===== config.mk =====
export PLATFORM = sky130hd
export DESIGN_NAME = boot_uart_transmitter_flat
export DESIGN_NICKNAME = d
export VERILOG_FILES = /design/src/rtl/boot_uart_transmitter_if.sv /design/src/rtl/boot_uart_transmitter.sv /design/src/flat_wrapper.sv
export SDC_FILE = /design/constraint.sdc
export NUM_CORES = 1
export LEC_CHECK = 0
export BUFFER_PORTS_ARGS = -buffer_cell sky130_fd_sc_hd__buf_2
export CORE_MARGIN = 8
export CORE_UTILIZATION = 35
export DETAILED_ROUTE_END_ITERATION = 6
export PLACE_DENSITY = 0.53
export SYNTH_ARGS = -nofsm -noshare
export SYNTH_HDL_FRONTEND = slang
export SYNTH_SLANG_ARGS = --single-unit

===== constraint.sdc =====
create_clock -name clk -period 3.4 [get_ports clk]
set_input_delay 0.34 -clock clk [delete_from_list [all_inputs] [get_ports clk]]
set_output_delay 0.34 -clock clk [all_outputs]
set_load 0.01 [all_outputs]

===== src/rtl/boot_uart_transmitter_if.sv =====
// Byte handshake between the boot/debug producer and the UART transmitter.
// The producer drives byte_data/byte_valid; the transmitter answers with byte_ready.
interface boot_uart_transmitter_if;
    logic [7:0] byte_data;
    logic       byte_valid;
    logic       byte_ready;

    modport master (output byte_data, output byte_valid, input byte_ready);
    modport slave  (input byte_data, input byte_valid, output byte_ready);
endinterface


===== src/rtl/boot_uart_transmitter.sv =====
// Boot UART transmitter: 8-N-1 (or 8-N-2) serialiser with a one-byte holding register.
// Optional macro BOOT_UART_TX_PARITY_EN inserts an even-parity symbol (8-E-1).
//
// state    | meaning
// S_IDLE   | line idle (tx=1), waiting for the holding register to fill
// S_START  | start bit (tx=0)
// S_DATA   | data bits, LSB first, bit_idx_q selects the bit on the line
// S_PARITY | even parity over the byte (only with BOOT_UART_TX_PARITY_EN)
// S_STOP   | stop bit(s) (tx=1); chains straight into S_START if a byte is pending
module boot_uart_transmitter #(
    parameter int unsigned clk_frequency = 50_000_000,
    parameter int unsigned baud_rate     = 115200,
    parameter int unsigned stop_bits     = 1
) (
    input  logic                      clk,
    input  logic                      reset_n,
    boot_uart_transmitter_if.slave    bus,
    output logic                      tx,
    output logic                      busy
);

    localparam int unsigned CYC = clk_frequency / baud_rate;
    localparam int unsigned CW  = $clog2(CYC + 1);
    localparam logic [CW-1:0] CYC_LD  = CW'(CYC);
    localparam logic [CW-1:0] CNT_ONE = CW'(1);
    localparam logic LAST_STOP_IDX    = (stop_bits == 2);

    typedef enum logic [2:0] {
        S_IDLE,
        S_START,
        S_DATA,
`ifdef BOOT_UART_TX_PARITY_EN
        S_PARITY,
`endif
        S_STOP
    } state_t;

    state_t        state_q, state_d;
    logic [CW-1:0] cnt_q, cnt_d;
    logic [2:0]    bit_idx_q, bit_idx_d;
    logic          stop_idx_q, stop_idx_d;
    logic [7:0]    shift_q, shift_d;
    logic [7:0]    hold_q, hold_d;
    logic          hold_full_q, hold_full_d;
    logic          tx_q, tx_d;

    logic          sym_end;
    logic          take;
    logic [2:0]    nxt_idx;

    always_ff @(posedge clk or negedge reset_n) begin
        if (!reset_n) begin
            state_q     <= S_IDLE;
            cnt_q       <= '0;
            bit_idx_q   <= '0;
            stop_idx_q  <= 1'b0;
            shift_q     <= '0;
            hold_q      <= '0;
            hold_full_q <= 1'b0;
            tx_q        <= 1'b1;
        end else begin
            state_q     <= state_d;
            cnt_q       <= cnt_d;
            bit_idx_q   <= bit_idx_d;
            stop_idx_q  <= stop_idx_d;
            shift_q     <= shift_d;
            hold_q      <= hold_d;
            hold_full_q <= hold_full_d;
            tx_q        <= tx_d;
        end
    end

    // tx_d always carries the level of the symbol the FSM is entering, so tx stays a pure flop output.
    always_comb begin
        state_d     = state_q;
        cnt_d       = cnt_q;
        bit_idx_d   = bit_idx_q;
        stop_idx_d  = stop_idx_q;
        shift_d     = shift_q;
        hold_d      = hold_q;
        hold_full_d = hold_full_q;
        tx_d        = tx_q;
        take        = 1'b0;
        sym_end     = (cnt_q == CNT_ONE);
        nxt_idx     = bit_idx_q + 3'd1;

        if (state_q != S_IDLE) begin
            cnt_d = sym_end ? CYC_LD : (cnt_q - CNT_ONE);
        end

        unique case (state_q)
            S_IDLE: begin
                if (hold_full_q) take = 1'b1;
            end
            S_START: begin
                if (sym_end) begin
                    state_d   = S_DATA;
                    bit_idx_d = 3'd0;
                    tx_d      = shift_q[0];
                end
            end
            S_DATA: begin
                if (sym_end) begin
                    if (bit_idx_q == 3'd7) begin
`ifdef BOOT_UART_TX_PARITY_EN
                        state_d    = S_PARITY;
                        tx_d       = ^shift_q;
`else
                        state_d    = S_STOP;
                        stop_idx_d = 1'b0;
                        tx_d       = 1'b1;
`endif
                    end else begin
                        bit_idx_d = nxt_idx;
                        tx_d      = shift_q[nxt_idx];
                    end
                end
            end
`ifdef BOOT_UART_TX_PARITY_EN
            S_PARITY: begin
                if (sym_end) begin
                    state_d    = S_STOP;
                    stop_idx_d = 1'b0;
                    tx_d       = 1'b1;
                end
            end
`endif
            S_STOP: begin
                if (sym_end) begin
                    if (stop_idx_q == LAST_STOP_IDX) begin
                        if (hold_full_q) begin
                            take = 1'b1;
                        end else begin
                            state_d = S_IDLE;
                            cnt_d   = '0;
                            tx_d    = 1'b1;
                        end
                    end else begin
                        stop_idx_d = 1'b1;
                    end
                end
            end
            default: begin
                state_d = S_IDLE;
                cnt_d   = '0;
                tx_d    = 1'b1;
            end
        endcase

        // Holding-to-shift transfer; a fresh byte may land in the holding register on the same edge.
        if (take) begin
            state_d     = S_START;
            cnt_d       = CYC_LD;
            shift_d     = hold_q;
            hold_full_d = 1'b0;
            tx_d        = 1'b0;
        end

        if (bus.byte_valid && !hold_full_q) begin
            hold_d      = bus.byte_data;
            hold_full_d = 1'b1;
        end
    end

    assign bus.byte_ready = ~hold_full_q;
    assign tx             = tx_q;
    assign busy           = (state_q != S_IDLE) | hold_full_q;

endmodule


===== src/flat_wrapper.sv =====
// flat-port wrapper written by rule: the top's interface ports become plain ports
module boot_uart_transmitter_flat 
#(
    parameter int unsigned clk_frequency = 50_000_000,
    parameter int unsigned baud_rate     = 115200,
    parameter int unsigned stop_bits     = 1
)
  (clk, reset_n, tx, busy, bus_byte_data, bus_byte_valid, bus_byte_ready);
  boot_uart_transmitter_if bus_i ();
  input  logic clk;
  input  logic reset_n;
  output logic tx;
  output logic busy;
  input wire logic [$bits(bus_i.byte_data)-1:0] bus_byte_data;
  input wire logic [$bits(bus_i.byte_valid)-1:0] bus_byte_valid;
  output wire logic [$bits(bus_i.byte_ready)-1:0] bus_byte_ready;
  assign bus_i.byte_data = bus_byte_data;
  assign bus_i.byte_valid = bus_byte_valid;
  assign bus_byte_ready = bus_i.byte_ready;
  boot_uart_transmitter #(.clk_frequency(clk_frequency), .baud_rate(baud_rate), .stop_bits(stop_bits)) u_core (.clk(clk), .reset_n(reset_n), .bus(bus_i), .tx(tx), .busy(busy));
endmodule

==> impl_metrics.ini, run 1 <==
[run_status]
status = finished, final reports clean

[yosys]
ys_seq_area_share_pct = 46.9
async_reset_ff_share_pct = 100
synth_area_per_cell_um2 = 11.4
synth_nets = 172
syn-cell-area_mm2 = 0.00171
synth_edf_count = 0
ys_seq_elements = 32
synth.top_cell.area_share_pct = 45.4
synthFlopType = dfrtp_1
ys_warn_count = 0
synth_area_leaders = dfrtp_1 45%, mux2_2 11%, ha_1 8.0%
synth_largest_area_cell = dfrtp_1
synth.distinct_cells = 39
synth_cells = 150

[placed_design]
dpl.hpwl_um = 2440
port_buffers = 13
gp_congestion = 0.804

[timing]
rsz0062_at_grt = false
fin_crit_ns = 2.45
finalSetupViolations = 0
fin_crit_sh_pct = 72.1
hold_slack_ns = 0.111
worst_clock_skew_ns = 0.00870
setup_tns_ns = 0
timing.fmax_mhz = 408
worstMarginPinSlew_ns = 0.715
relSlewSlack_pct = 52.3
hold_viol = 0
slew_violations = 0

[clock_network]
post_cts_buffers = 0
ctsRootBufferMaster = clkbuf_8
path_clk_slew_ns = 0.07
cts_tree = built
clock-sinks = 32
cts_buffers = 5
cts.htree.levels = 2
cts-hold-fix-buffers = 0
clk_latency_ns = 0.28
cts_resized = 0
clock_path_buffers = 2

[final_layout]
area_growth_syn_to_layout_pct = 12.3
fillCellCount = 461
finalNetCount = 187
antenna_cells = 0
drive_gt1_share_pct = 25.3

[worst_setup_path]
r2r_setup_slack_ns = 0.95
worstRegToRegCells = 6
cp_max_fo = 17
r2r_start = u_core.cnt_q[1]
critical_path_arrival_ns = 2.62
required_ns = 3.56
critPathKind = reg2reg
rr_endpoint = u_core.shift_q[6]
crit_path_end_kind = flip-flop
critPathLaunchType = flip-flop

[pwr]
power_mw = 1.58
ir_drop_mv = 0.347
p_leak_nw = 0.830
power_density_mw_per_mm2 = 823

[global_routing]
grt_usage_pct = 9.90
grt_antenna_before_repair = 0
grt_pass1_vias = 1268
grt_overflow = 0
grt_max_degree = 33
grt_pass1_wl_um = 5920

[route]
antenna_left = 0
routed_wl_um = 3290
via_per_inst = 5.05
drc = 0
via_count = 1177
wl_per_cell_um = 14.1
drt_pass1_iterations = 4
drt_iter0_markers = 94

[die]
ios = 14
core_region_area_mm2 = 0.00472
dieArea_mm2 = 0.00738
num_rows = 25
die_width_um = 85.9
start_util_pct = 36.2
die_h_um = 85.9

[hold_path]
hp-class = in2async

[run]
maxCapViolCount = 0
-- through the flow --
stage / instances / worst slack (ns) / area (um2) / utilization [%]
global route: 233 / 0.840 / 1920 / 40.7
CTS: 233 / 0.951 / 1920 / 40.7
detailed placement: 225 / 0.961 / 1830 / 38.7
finish: 233 / 0.948 / 1920 / 40.7
global placement: 225 / 1.01 / 1830 / 38.7
floorplan: 150 / 1.14 / 1710 / -
-- critical path, stage by stage (launching register included) --
cell     delay, ns
dfrtp_1       0.40
inv_1         0.09
ha_1          0.15
or4b_4        0.48
or3_4         0.38
o21ai_4       0.44
mux2_2        0.39
-- sequential cells by signal, summed over array words and instances (netlist names) --
register	flops
u_core.tx	1
u_core.bit_idx_q	3
u_core.cnt_q	9
u_core.state_q	2
u_core.hold_full_q	1
u_core.hold_q	8
u_core.shift_q	8
-- metal layers --
layer	share of wire, %	vias to the layer above	global-route usage [%]
li1	-	571	-
met1	48	578	12.1
met2	45	24	15.3
met3	5.2	4	3.44
met4	1.0	0	4.46
met5	0	-	0
-- logic make-up (layout without fill, tap and decap cells) --
| group | after synthesis | count (layout) | share of synthesized area, % |
|---|---|---|---|
| xor gates and xnor gates | 5 | 5 | 2.56 |
| buffers and inverters | 11 | 27 | 3.14 |
| adders and majority gates | 11 | 11 | 8.05 |
| DFF | 32 | 32 | 46.9 |
| AOI/OAI and AO/OA | 34 | 34 | 14.6 |
| muxes | 21 | 21 | 13.5 |
| and+or+nand+nor | 36 | 36 | 11.3 |
-- worst max path at each step --
stage,to,cells past startpoint,slack (ns),startpoint
final,u_core.shift_q[6],6,0.95,u_core.cnt_q[1]
after global routing,u_core.shift_q[7],6,0.84,u_core.cnt_q[1]
after CTS,u_core.shift_q[6],6,0.95,u_core.cnt_q[1]
after detailed placement,u_core.shift_q[2],6,0.96,u_core.cnt_q[1]
after global placement,u_core.shift_q[1],6,1.01,u_core.cnt_q[1]
after floorplan,u_core.shift_q[6],7,1.14,u_core.cnt_q[1]
-- cell type report --
class / count / area [um2] / share of cell area (%)
Multi-Input combinational cell: 107 / 855 / 44.5
Sequential cell: 32 / 802 / 41.8
Tap cell: 67 / 83.8 / 4.36
Clock buffer: 5 / 68.8 / 3.58
Timing Repair Buffer: 13 / 65.1 / 3.39
Clock inverter: 3 / 23.8 / 1.24
Inverter: 6 / 22.5 / 1.17
-- power by group --
| part | switching (mW) | total, mW | internal (mW) |
|---|---|---|---|
| clock network | 0.150 | 0.295 | 0.145 |
| logic | 0.311 | 0.625 | 0.314 |
| registers | 0.117 | 0.662 | 0.545 |
-- cells in the mapped netlist (all sizes together), types with 4 or more instances --
library cell,number
a21o,5
a21oi,7
a22o,5
dfrtp,31
ha,11
inv,6
mux2,17
mux2i,4
nand2,8
nor2,9
xnor2,4
-- cell usage in the layout (no fill, tap or decap), drive strengths merged, types with 4 or more instances in the layout --
master | netlist | routed
a21o | 5 | 5
a21oi | 7 | 7
a22o | 5 | 5
buf | 2 | 13
clkbuf | 3 | 5
dfrtp | 31 | 31
ha | 11 | 11
inv | 6 | 6
mux2 | 17 | 17
mux2i | 4 | 4
nand2 | 8 | 8
nor2 | 9 | 9
xnor2 | 4 | 4
Note: power is estimated with default switching activity, not from simulation.
==> inputs of run 2 (changes only) <==
==> constraint.sdc (replaced) <==
create_clock -name clk -period 2.3 [get_ports clk]
set_input_delay 0.23 -clock clk [delete_from_list [all_inputs] [get_ports clk]]
set_output_delay 0.23 -clock clk [all_outputs]
set_load 0.01 [all_outputs]
==> run 2 against run 1 <==
Against the previous run:
- the flow now finishes with violations (hold timing)
- first-iteration DRC count is 4.3% lower
- combinational power is 84% higher
- non-clock buffer count grew 9
- register-to-register slack lost 0.91 ns
- worst hold slack lost 0.12 ns
- largest power group is now combinational logic
==> impl_metrics.ini, run 2 (same netlist as run 1, synthesis figures left out) <==
[pwr]
ir_drop_mv = 0.698
power_density_mw_per_mm2 = 1260
power_mw = 2.57
p_leak_nw = 0.891

[global_routing]
met1_usage_pct = 11.9
grt_overflow = 0
use_met2_pct = 15.4
grt_pass1_vias = 1243
grt_max_degree = 33
grt_usage_pct = 9.86
grtUsageMet3_pct = 3.44
grt_pass1_wl_um = 5820
busiest_layer = met2
grt_antenna_before_repair = 0

[final_layout]
mostFrequentLayoutCells = 30 x dfrtp_1, 14 x mux2_2, 13 x buf_2, 10 x ha_1, 9 x nor2_1
top_regs = u_core.cnt_q: 9 flops, u_core.hold_q: 8 flops, u_core.shift_q: 8 flops
multi_input_area_um2 = 878
antenna_cells = 0
regArea_um2 = 803
area_growth_syn_to_layout_pct = 19.7
mostFrequentLayoutCell = dfrtp_1
largest_reg_flops = 9
top_register = u_core.cnt_q
drive_gt1_share_pct = 30.9
fillCellCount = 435
finalNetCount = 196
instances_no_fill = 242

[timing]
fin_crit_ns = 2.26
worst_clock_skew_ns = 0.00590
fin_crit_sh_pct = 98.3
hold_viol = 20
rsz0062_at_grt = true
worstMarginPinSlew_ns = 0.709
slew_violations = 0
fin_ws_ns = 0.0395
relSlewSlack_pct = 52.8
finalSetupViolations = 0
timing.fmax_mhz = 442
hold_slack_ns = -0.0124

[worst_setup_path]
critPathKind = reg2reg
critical_path_arrival_ns = 2.44
r2r_setup_slack_ns = 0.04
slowest_delay_ns = 0.48
startpoint = u_core.cnt_q[1]
critPathLaunchType = flip-flop
required_ns = 2.48
cp_cell_sequence = inv_2 -> ha_4 -> or4b_4 -> or3_4 -> o21ai_4 -> buf_12 -> mux2_2
cp_max_fo = 7
rr_endpoint = u_core.shift_q[3]
r2r_start = u_core.cnt_q[1]
slowest_stage = or4b_4
worstRegToRegCells = 7
crit_path_end_kind = flip-flop
critPathCapture = u_core.shift_q[3]

[clock_network]
clock-sinks = 32
ctsRootBufferMaster = clkbuf_8
cts_tree = built
cts_buffers = 5
cts-hold-fix-buffers = 0
clk_latency_ns = 0.29
clock_path_buffers = 2
cts.htree.levels = 2
path_clk_slew_ns = 0.07

[route]
via_count = 1196
via_per_inst = 4.94
drc = 0
routed_wl_um = 3330
wl_per_cell_um = 13.8
drt_iter0_markers = 90
antenna_left = 0
drt_pass1_iterations = 4

[run]
maxCapViolCount = 0

[placed_design]
dp.cells = 228
dpl.hpwl_um = 2430
port_buffers = 13
preCtsSetupSlack_ns = 0.0354
gp_congestion = 0.850

[die]
core_region_area_mm2 = 0.00472
ios = 14
die_width_um = 85.9
start_util_pct = 36.2
die_h_um = 85.9
dieArea_mm2 = 0.00738
num_rows = 25

[hold_path]
hp-class = in2async

[run_status]
violations = hold timing
status = finished, violations left
-- run 2: layout make-up --
class / count / area share, %
repair buffers: 22 / 8.13
clock inverters: 3 / 1.16
well taps: 67 / 4.10
multi-input cells: 107 / 42.9
flip-flops and latches: 32 / 39.2
clock buffers: 5 / 3.36
inverters: 6 / 1.10
-- run 2: repair_timing --
action,in CTS,in global routing
setup buffers,0,5
gates resized for setup,0,8
endpoints found under the setup margin,0,8
-- run 2: worst min path at each step --
stage                        from             endpoint  slack (ns)  cells past startpoint
after global routing      reset_n      u_core.cnt_q[0]        0.05                      1
after CTS                 reset_n    u_core.shift_q[3]        0.02                      1
after detailed placement  reset_n      u_core.cnt_q[0]        0.33                      1
after global placement    reset_n      u_core.cnt_q[2]        0.32                      1
after floorplan           reset_n  u_core.bit_idx_q[0]       -0.07                      0
final                     reset_n      u_core.cnt_q[0]       -0.01                      1
-- run 2: critical path: cells and delay by family, from the launching register on --
family          cells  cell delay (ns)
simple gates        2             0.84
flops               1             0.40
mux                 1             0.33
buf+inv             2             0.23
compound gates      1             0.22
fa+ha+maj           1             0.12
-- run 2: per-stage QoR --
stage / setup TNS, ns / hold slack [ns] / util (%) / area [um2]
floorplan: 0 / -0.0656 / - / 1710
global placement: 0 / 0.324 / 39.4 / 1860
detailed placement: 0 / 0.334 / 39.4 / 1860
CTS: 0 / 0.0179 / 41.4 / 1960
global route: -0.0797 / 0.0453 / 43.3 / 2050
finish: 0 / -0.0124 / 43.3 / 2050
-- run 2: per-layer routing --
layer  up-vias  share of wire [%]
met1       572                 48
met5         -                  0
li1        592                  -
met4         0                2.2
met2        24                 46
met3         8                4.2
-- run 2: power breakdown --
part	total (mW)	switching, mW	internal, mW
clock network	0.437	0.223	0.214
logic	1.15	0.505	0.642
registers	0.986	0.179	0.807
